`src/rtl/rv32i_control_logic.sv`:
```
// Main decoder for the single-cycle RV32I core. It maps an instruction and the branch
// comparator flags to datapath selects, and keeps a sticky illegal-opcode status bit.
module rv32i_control_logic (
    input  logic        clk,
    input  logic        rst_n,
    input  logic [31:0] instr,
    input  logic        BrEq,
    input  logic        BrLT,
    output logic        PCSel,
    output logic [2:0]  ImmSel,
    output logic        RegWEn,
    output logic        BrUn,
    output logic        Bsel,
    output logic        Asel,
    output logic [3:0]  ALUSel,
    output logic        MemRW,
    output logic [1:0]  WBSel,
    output logic        IllegalInstr
);

    typedef enum logic [6:0] {
        OP_R      = 7'h33,
        OP_I_ALU  = 7'h13,
        OP_LOAD   = 7'h03,
        OP_STORE  = 7'h23,
        OP_BRANCH = 7'h63,
        OP_JAL    = 7'h6F,
        OP_JALR   = 7'h67,
        OP_LUI    = 7'h37,
        OP_AUIPC  = 7'h17,
        OP_FENCE  = 7'h0F,
        OP_SYSTEM = 7'h73
    } opcode_t;

    typedef enum logic [2:0] {
        IMM_I = 3'd0,
        IMM_S = 3'd1,
        IMM_B = 3'd2,
        IMM_U = 3'd3,
        IMM_J = 3'd4
    } imm_t;

    typedef enum logic [3:0] {
        ALU_ADD   = 4'd0,
        ALU_SUB   = 4'd1,
        ALU_SLL   = 4'd2,
        ALU_SLT   = 4'd3,
        ALU_SLTU  = 4'd4,
        ALU_XOR   = 4'd5,
        ALU_SRL   = 4'd6,
        ALU_SRA   = 4'd7,
        ALU_OR    = 4'd8,
        ALU_AND   = 4'd9,
        ALU_PASSB = 4'd10
    } alu_t;

    localparam logic [1:0] WB_MEM = 2'd0;
    localparam logic [1:0] WB_ALU = 2'd1;
    localparam logic [1:0] WB_PC4 = 2'd2;

    logic [6:0] opcode_s;
    logic [2:0] funct3_s;
    logic       funct7b5_s;

    assign opcode_s   = instr[6:0];
    assign funct3_s   = instr[14:12];
    assign funct7b5_s = instr[30];

    // Register/immediate fields are consumed by the datapath, not by this decoder.
    logic unused_s;
    assign unused_s = &{1'b0, instr[31], instr[29:15], instr[11:7]};

    logic [3:0] alu_rr_s;
    logic [3:0] alu_ri_s;
    logic       br_take_s;
    logic       br_unsigned_s;

    logic       pcsel_s;
    logic [2:0] immsel_s;
    logic       regwen_s;
    logic       brun_s;
    logic       bsel_s;
    logic       asel_s;
    logic [3:0] alusel_s;
    logic       memrw_s;
    logic [1:0] wbsel_s;
    logic       illegal_s;
    logic       illegal_r;

    // ALU operation for register-register ops: funct7b5 selects SUB and SRA.
    always_comb begin
        alu_rr_s = ALU_ADD;
        case (funct3_s)
            3'b000:  alu_rr_s = funct7b5_s ? ALU_SUB : ALU_ADD;
            3'b001:  alu_rr_s = ALU_SLL;
            3'b010:  alu_rr_s = ALU_SLT;
            3'b011:  alu_rr_s = ALU_SLTU;
            3'b100:  alu_rr_s = ALU_XOR;
            3'b101:  alu_rr_s = funct7b5_s ? ALU_SRA : ALU_SRL;
            3'b110:  alu_rr_s = ALU_OR;
            3'b111:  alu_rr_s = ALU_AND;
            default: alu_rr_s = ALU_ADD;
        endcase
    end

    // ALU operation for register-immediate ops: ADDI has no SUB form, bit 30 is immediate data.
    always_comb begin
        alu_ri_s = alu_rr_s;
        if (funct3_s == 3'b000) begin
            alu_ri_s = ALU_ADD;
        end else begin
            alu_ri_s = alu_rr_s;
        end
    end

    // Branch condition evaluation from the comparator flags.
    always_comb begin
        br_take_s     = 1'b0;
        br_unsigned_s = 1'b0;
        case (funct3_s)
            3'b000:  br_take_s = BrEq;
            3'b001:  br_take_s = ~BrEq;
            3'b100:  br_take_s = BrLT;
            3'b101:  br_take_s = ~BrLT;
            3'b110: begin
                br_take_s     = BrLT;
                br_unsigned_s = 1'b1;
            end
            3'b111: begin
                br_take_s     = ~BrLT;
                br_unsigned_s = 1'b1;
            end
            default: begin
                br_take_s     = 1'b0;
                br_unsigned_s = 1'b0;
            end
        endcase
    end

    // Main opcode decode; anything unrecognised falls back to NOP and flags illegal.
    always_comb begin
        pcsel_s   = 1'b0;
        immsel_s  = IMM_I;
        regwen_s  = 1'b0;
        brun_s    = 1'b0;
        bsel_s    = 1'b0;
        asel_s    = 1'b0;
        alusel_s  = ALU_ADD;
        memrw_s   = 1'b0;
        wbsel_s   = WB_ALU;
        illegal_s = 1'b0;
        case (opcode_s)
            OP_R: begin
                regwen_s = 1'b1;
                alusel_s = alu_rr_s;
            end
            OP_I_ALU: begin
                regwen_s = 1'b1;
                bsel_s   = 1'b1;
                alusel_s = alu_ri_s;
            end
            OP_LOAD: begin
                regwen_s = 1'b1;
                bsel_s   = 1'b1;
                wbsel_s  = WB_MEM;
            end
            OP_STORE: begin
                immsel_s = IMM_S;
                bsel_s   = 1'b1;
                memrw_s  = 1'b1;
            end
            OP_BRANCH: begin
                immsel_s = IMM_B;
                asel_s   = 1'b1;
                bsel_s   = 1'b1;
                brun_s   = br_unsigned_s;
                pcsel_s  = br_take_s;
            end
            OP_JAL: begin
                pcsel_s  = 1'b1;
                immsel_s = IMM_J;
                asel_s   = 1'b1;
                bsel_s   = 1'b1;
                regwen_s = 1'b1;
                wbsel_s  = WB_PC4;
            end
            OP_JALR: begin
                pcsel_s  = 1'b1;
                bsel_s   = 1'b1;
                regwen_s = 1'b1;
                wbsel_s  = WB_PC4;
            end
            OP_LUI: begin
                immsel_s = IMM_U;
                bsel_s   = 1'b1;
                alusel_s = ALU_PASSB;
                regwen_s = 1'b1;
            end
            OP_AUIPC: begin
                immsel_s = IMM_U;
                asel_s   = 1'b1;
                bsel_s   = 1'b1;
                regwen_s = 1'b1;
            end
            OP_FENCE, OP_SYSTEM: begin
                illegal_s = 1'b0;
            end
            default: begin
                illegal_s = 1'b1;
            end
        endcase
    end

    // Output stage: hold every select at its NOP value while reset is asserted.
    always_comb begin
        PCSel  = 1'b0;
        ImmSel = IMM_I;
        RegWEn = 1'b0;
        BrUn   = 1'b0;
        Bsel   = 1'b0;
        Asel   = 1'b0;
        ALUSel = ALU_ADD;
        MemRW  = 1'b0;
        WBSel  = WB_ALU;
        if (rst_n) begin
            PCSel  = pcsel_s;
            ImmSel = immsel_s;
            RegWEn = regwen_s;
            BrUn   = brun_s;
            Bsel   = bsel_s;
            Asel   = asel_s;
            ALUSel = alusel_s;
            MemRW  = memrw_s;
            WBSel  = wbsel_s;
        end else begin
            PCSel  = 1'b0;
            RegWEn = 1'b0;
            MemRW  = 1'b0;
        end
    end

    // Sticky illegal-opcode status, cleared only by reset.
    always_ff @(posedge clk or negedge rst_n) begin
        if (!rst_n) begin
            illegal_r <= 1'b0;
        end else if (illegal_s) begin
            illegal_r <= 1'b1;
        end else begin
            illegal_r <= illegal_r;
        end
    end

    assign IllegalInstr = illegal_r;

endmodule

```
`config.mk`:
```
export PLATFORM = sky130hd
export DESIGN_NAME = rv32i_control_logic
export DESIGN_NICKNAME = d
export VERILOG_FILES = /design/src/rtl/rv32i_control_logic.sv
export SDC_FILE = /design/constraint.sdc
export NUM_CORES = 1
export LEC_CHECK = 0
export CORE_MARGIN = 2
export CORE_UTILIZATION = 29
export CTS_CLUSTER_DIAMETER = 150
export CTS_CLUSTER_SIZE = 16
export DETAILED_ROUTE_END_ITERATION = 7
export PLACE_DENSITY = 0.84
export SLEW_MARGIN = 20
export SYNTH_ARGS = -nofsm -noshare
export SYNTH_HDL_FRONTEND = slang
export SYNTH_SLANG_ARGS = --single-unit
export TNS_END_PERCENT = 50
```
`constraint.sdc`:
```
create_clock -name clk -period 3.52 [get_ports clk]
set_input_delay 0.528 -clock clk [delete_from_list [all_inputs] [get_ports clk]]
set_output_delay 0.528 -clock clk [all_outputs]
set_load 0.005 [all_outputs]
```
==> results of run 1 <==
## cell type report
type                       count  share of cell area (%)
inverter                       3                    1.51
tap                           16                    2.69
sequential                     1                    3.36
timing repair buffer          31                    41.3
multi-input combinational     58                    51.1
## path summary, 6_finish.rpt
kind                              start            to  slack, ns  cells after the start
hold reg to reg            IllegalInstr  IllegalInstr       0.48                      2
hold / removal             IllegalInstr  IllegalInstr       0.48                      2
setup / recovery               instr[4]     ALUSel[0]       0.51                      5
min in group asynchronous         rst_n  IllegalInstr       0.71                      1
max in group asynchronous         rst_n  IllegalInstr       2.69                      1
setup reg to reg           IllegalInstr  IllegalInstr       2.80                      2
## power groups by stage
stage          sequential [uW]  clock [uW]  combinational [uW]
6_report                  11.7           0                55.7
4_1_cts                   11.7           0                55.2
2_1_floorplan             11.7           0                31.9
3_5_place_dp              11.7           0                55.0
5_1_grt                   11.7           0                60.5
3_3_place_gp              11.7           0                53.3
## logic make-up after synthesis
group,share of synthesized area (%)
mux,2.42
simple gates,43.8
buf+inv,12.9
compound gates,29.8
xor+xnor,5.65
flops,5.38
## metal layers
layer	global-route usage, %	vias up	share of wire, %
li1	-	305	-
met1	20.6	278	43
met2	28.2	19	52
met3	0.816	0	4.6
met4	0	0	0
met5	0	-	0
## Yosys cell counts (2+ instances only)
cell	instances	area (um2)
a31oi_1	4	25.0
xnor2_1	2	17.5
o21ai_0	3	15.0
nor2_1	7	26.3
nand3b_1	2	15.0
nand3_1	2	10.0
buf_6	2	22.5
buf_2	3	15.0
inv_1	3	11.3
a21oi_1	6	30.0
a211oi_1	2	15.0
nand2_1	6	22.5
and3_1	2	12.5
nor2b_1	2	12.5
## critical path: cells and delay by family
kind,cells,cell delay (ns)
and+or+nand+nor,2,0.52
AOI/OAI and AO/OA,1,0.17
buffers and inverters,2,1.26
## through the flow
step,power [uW],cells,instance area [um2]
6_report,67.4,109,744
5_1_grt,72.2,109,744
4_1_cts,66.9,109,744
3_5_place_dp,66.7,109,744
3_3_place_gp,65.0,109,744
2_1_floorplan,43.6,69,465
==> impl_metrics.env, run 1 <==
export IMPL_critPathSlowestCell="clkdlybuf4s50_1"
export IMPL_worst_slack_ns=0.508
export IMPL_min_path_type="reg2reg"
export IMPL_worstPathCellList="clkdlybuf4s50_1, nand2b_4, or4_4, a211oi_2, clkdlybuf4s50_1"
export IMPL_num_antenna_cells=0
export IMPL_outcome="complete, no violations"
export IMPL_first_pass_iters=4
export IMPL_core_area_um2=1510
export IMPL_dieArea_um2=1940
export IMPL_die_h_um=44.1
export IMPL_fp_row_count=14
export IMPL_finalSetupViolations=0
export IMPL_cpPeakStageDelay_ns=0.73
export IMPL_synth_main_ff_cell="dfrtp_1"
export IMPL_largest_reg_flops=1
export IMPL_regArea_um2=25.0
export IMPL_layout_min_cycle_time_ns=3.01
export IMPL_seqPwrFrac_pct=17.4
export IMPL_yosys_warnings=0
export IMPL_io_pins=52
export IMPL_insertion_delay_ns=0
export IMPL_route_detailed_drc=0
export IMPL_grt_pass1_wl_um=2370
export IMPL_p_per_area_nw_per_um2=90.5
export IMPL_post_cts_buffers=0
export IMPL_ir_drop_mv=0.0791
export IMPL_setup_tns_ns=0
export IMPL_timing_slew_headroom_pct=71.4
export IMPL_whs_ns=0.484
export IMPL_synth_edf_count=0
export IMPL_critical_path_class="in2out"
export IMPL_ctsResizeCount=0
export IMPL_avgSynthCellArea_um2=6.75
export IMPL_p_comb_share_pct=82.6
export IMPL_drive_gt1_share_pct=8.60
export IMPL_synth_ff_latch_count=1
export IMPL_area_growth_pct=59.9
export IMPL_die_w_um=44.1
export IMPL_multi_input_area_um2=380
export IMPL_viasPerCell=5.52
export IMPL_start_util_pct=30.9
export IMPL_maxCapViolCount=0
export IMPL_power_leakage_uw=0.000261
export IMPL_rsz0062_at_grt="false"
export IMPL_critPathCaptureType="output pin"
export IMPL_min_period_over_period_pct=85.6
export IMPL_syn_num_nets=105
export IMPL_cts_hold_buf=0
export IMPL_vias=602
export IMPL_worst_pin_slew_ns=0.428
export IMPL_crit_arrival_ns=2.48
export IMPL_switchingPower_uw=27.7
export IMPL_crit_required_ns=2.99
export IMPL_antenna_found_initial=0
export IMPL_place_hpwl_um=1140
export IMPL_p_sw_share_pct=41.1
export IMPL_gp_congestion=0.849
export IMPL_ant_nets=0
export IMPL_worst_setup_path_start_kind="input port"
export IMPL_synthDistinctLibCells=37
export IMPL_clkTransAtPathRegs_ns=0
export IMPL_cpMostUsedCell="clkdlybuf4s50_1"
export IMPL_hold_viol_final=0
export IMPL_gr_total_overflow=0
export IMPL_grt_max_degree=12
export IMPL_grtUsageTotal_pct=15.2
export IMPL_dp_slack_ns=0.499
export IMPL_n_fill_cell=146
export IMPL_wirelength_um=1450
export IMPL_cp_max_fo=11
export IMPL_syn_inst=69
export IMPL_drt_wirelength_per_cell_um=13.3
export IMPL_fmax_mhz=332
export IMPL_post_route_util_pct=49.4
export IMPL_async_flop_share_pct=100
export IMPL_grt_pass1_vias=555
export IMPL_slew_violations=0
export IMPL_p_int_uw=39.7
export IMPL_layout_common_cells="clkdlybuf4s50_1 (30), nor2_1 (7), nand2_1 (6), a21oi_1 (6), a31oi_1 (4)"
export IMPL_drtIter0Drc=10
export IMPL_fin_nets=131
export IMPL_finClkSkew_ns=0
export IMPL_synth_area_um2=465
export IMPL_port_buffers=30
export IMPL_synth_seq_area_share_pct=5.38
export IMPL_final_common_cell="clkdlybuf4s50_1"
export IMPL_clkPwrFrac_pct=0
No activity file was read; power rests on OpenSTA's default activity.
==> run 2: changes to the inputs <==
- CORE_UTILIZATION: 29 -> 35
- DONT_BUFFER_PORTS: not set -> 1
- PLACE_DENSITY: 0.84 -> not set
==> impl_metrics.env, run 2 (synthesis results as in run 1) <==
export IMPL_outcome="complete, no violations"
export IMPL_area_growth_pct=-6.45
export IMPL_die_h_um=40.5
export IMPL_vias=470
export IMPL_start_util_pct=36.7
export IMPL_switchingPower_uw=10.3
export IMPL_grt_max_degree=20
export IMPL_antenna_found_initial=0
export IMPL_critPathCaptureType="output pin"
export IMPL_io_pins=52
export IMPL_crit_required_ns=2.99
export IMPL_drive_gt1_share_pct=11.3
export IMPL_reg2reg_depth=2
export IMPL_viasPerCell=6.10
export IMPL_whs_ns=0.232
export IMPL_r2r_end="IllegalInstr"
export IMPL_clkPwrFrac_pct=0
export IMPL_grtUsageTotal_pct=14.3
export IMPL_dieArea_um2=1640
export IMPL_gr_total_overflow=0
export IMPL_clkTransAtPathRegs_ns=0
export IMPL_layout_common_cells="nor2_1 (7), nand2_1 (6), a21oi_1 (6)"
export IMPL_cp_max_fo=6
export IMPL_dp_cells=77
export IMPL_place_hpwl_um=889
export IMPL_worst_setup_path_start_kind="input port"
export IMPL_critical_path_class="in2out"
export IMPL_ant_nets=0
export IMPL_p_per_area_nw_per_um2=78.8
export IMPL_min_path_type="in2async"
export IMPL_layout_min_cycle_time_ns=1.88
export IMPL_slew_violations=0
export IMPL_seqPwrFrac_pct=34.1
export IMPL_route_detailed_drc=0
export IMPL_n_fill_cell=145
export IMPL_final_common_cell="nor2_1"
export IMPL_drtIter0Drc=5
export IMPL_p_comb_share_pct=65.9
export IMPL_num_antenna_cells=0
export IMPL_fin_cells=77
export IMPL_r2r_start="IllegalInstr"
export IMPL_p_sw_share_pct=30.1
export IMPL_grt_pass1_wl_um=1680
export IMPL_ir_drop_mv=0.0606
export IMPL_insertion_delay_ns=0
export IMPL_timing_slew_headroom_pct=73.7
export IMPL_cp_endpoint="ALUSel[0]"
export IMPL_ff2ff_setup_slack_ns=2.77
export IMPL_core_area_um2=1270
export IMPL_post_route_util_pct=34.3
export IMPL_wirelength_um=1150
export IMPL_crit_arrival_ns=1.35
export IMPL_grt_pass1_vias=400
export IMPL_cts_hold_buf=0
export IMPL_power_leakage_uw=0.000145
export IMPL_gp_congestion=0.749
export IMPL_post_cts_buffers=0
export IMPL_finClkSkew_ns=0
export IMPL_hold_viol_final=0
export IMPL_drt_wirelength_per_cell_um=15.0
export IMPL_port_buffers=0
export IMPL_finalSetupViolations=0
export IMPL_min_period_over_period_pct=53.4
export IMPL_setup_tns_ns=0
export IMPL_die_w_um=40.5
export IMPL_rsz0062_at_grt="false"
export IMPL_ctsResizeCount=0
export IMPL_fp_row_count=13
export IMPL_cp_startpoint="instr[1]"
export IMPL_first_pass_iters=2
export IMPL_largest_reg_flops=1
export IMPL_maxCapViolCount=0
export IMPL_fmax_mhz=532
export IMPL_fin_nets=100
export IMPL_p_int_uw=24.0
export IMPL_worst_pin_slew_ns=0.388
run 2: area by class of cell:
class	count	area [um2]	area share (%)
well taps	15	18.8	4.31
inverters	3	11.3	2.59
multi-input cells	58	380	87.4
flip-flops and latches	1	25.0	5.75
run 2: how the worst min path moves through the flow:
| stage | start | to | slack (ns) | depth (start not counted) |
|---|---|---|---|---|
| finish | rst_n | IllegalInstr | 0.23 | 0 |
| CTS | rst_n | IllegalInstr | 0.23 | 0 |
| floorplan | rst_n | IllegalInstr | 0.23 | 0 |
| detailed placement | rst_n | IllegalInstr | 0.23 | 0 |
| global route | rst_n | IllegalInstr | 0.23 | 0 |
| global placement | rst_n | IllegalInstr | 0.23 | 0 |
run 2: metal layers:
| layer | share of wire, % | vias to the layer above | track usage [%] |
|---|---|---|---|
| met5 | 0 | - | 0 |
| met4 | 0 | 0 | 0 |
| met3 | 6.1 | 0 | 1.11 |
| met1 | 44 | 218 | 17.9 |
| met2 | 50 | 12 | 27.4 |
| li1 | - | 240 | - |
run 2: stage by stage:
step / instance area, um2 / power [uW] / setup WS [ns]
final: 435 / 34.3 / 1.64
after global routing: 435 / 37.4 / 1.60
after CTS: 435 / 34.5 / 1.63
after detailed placement: 435 / 34.4 / 1.63
after global placement: 435 / 34.1 / 1.63
after floorplan: 465 / 43.6 / 1.63
run 2: worst max-delay path: stages:
cell and delay, ns:
nand3_2 0.12, or4_4 0.52, a211oi_2 0.18
run 2: power by group through the flow:
stage	combinational, uW	clock, uW	sequential [uW]
after floorplan	31.9	0	11.7
after global placement	22.4	0	11.7
after detailed placement	22.7	0	11.7
after CTS	22.8	0	11.7
after global routing	25.7	0	11.7
final	22.6	0	11.7
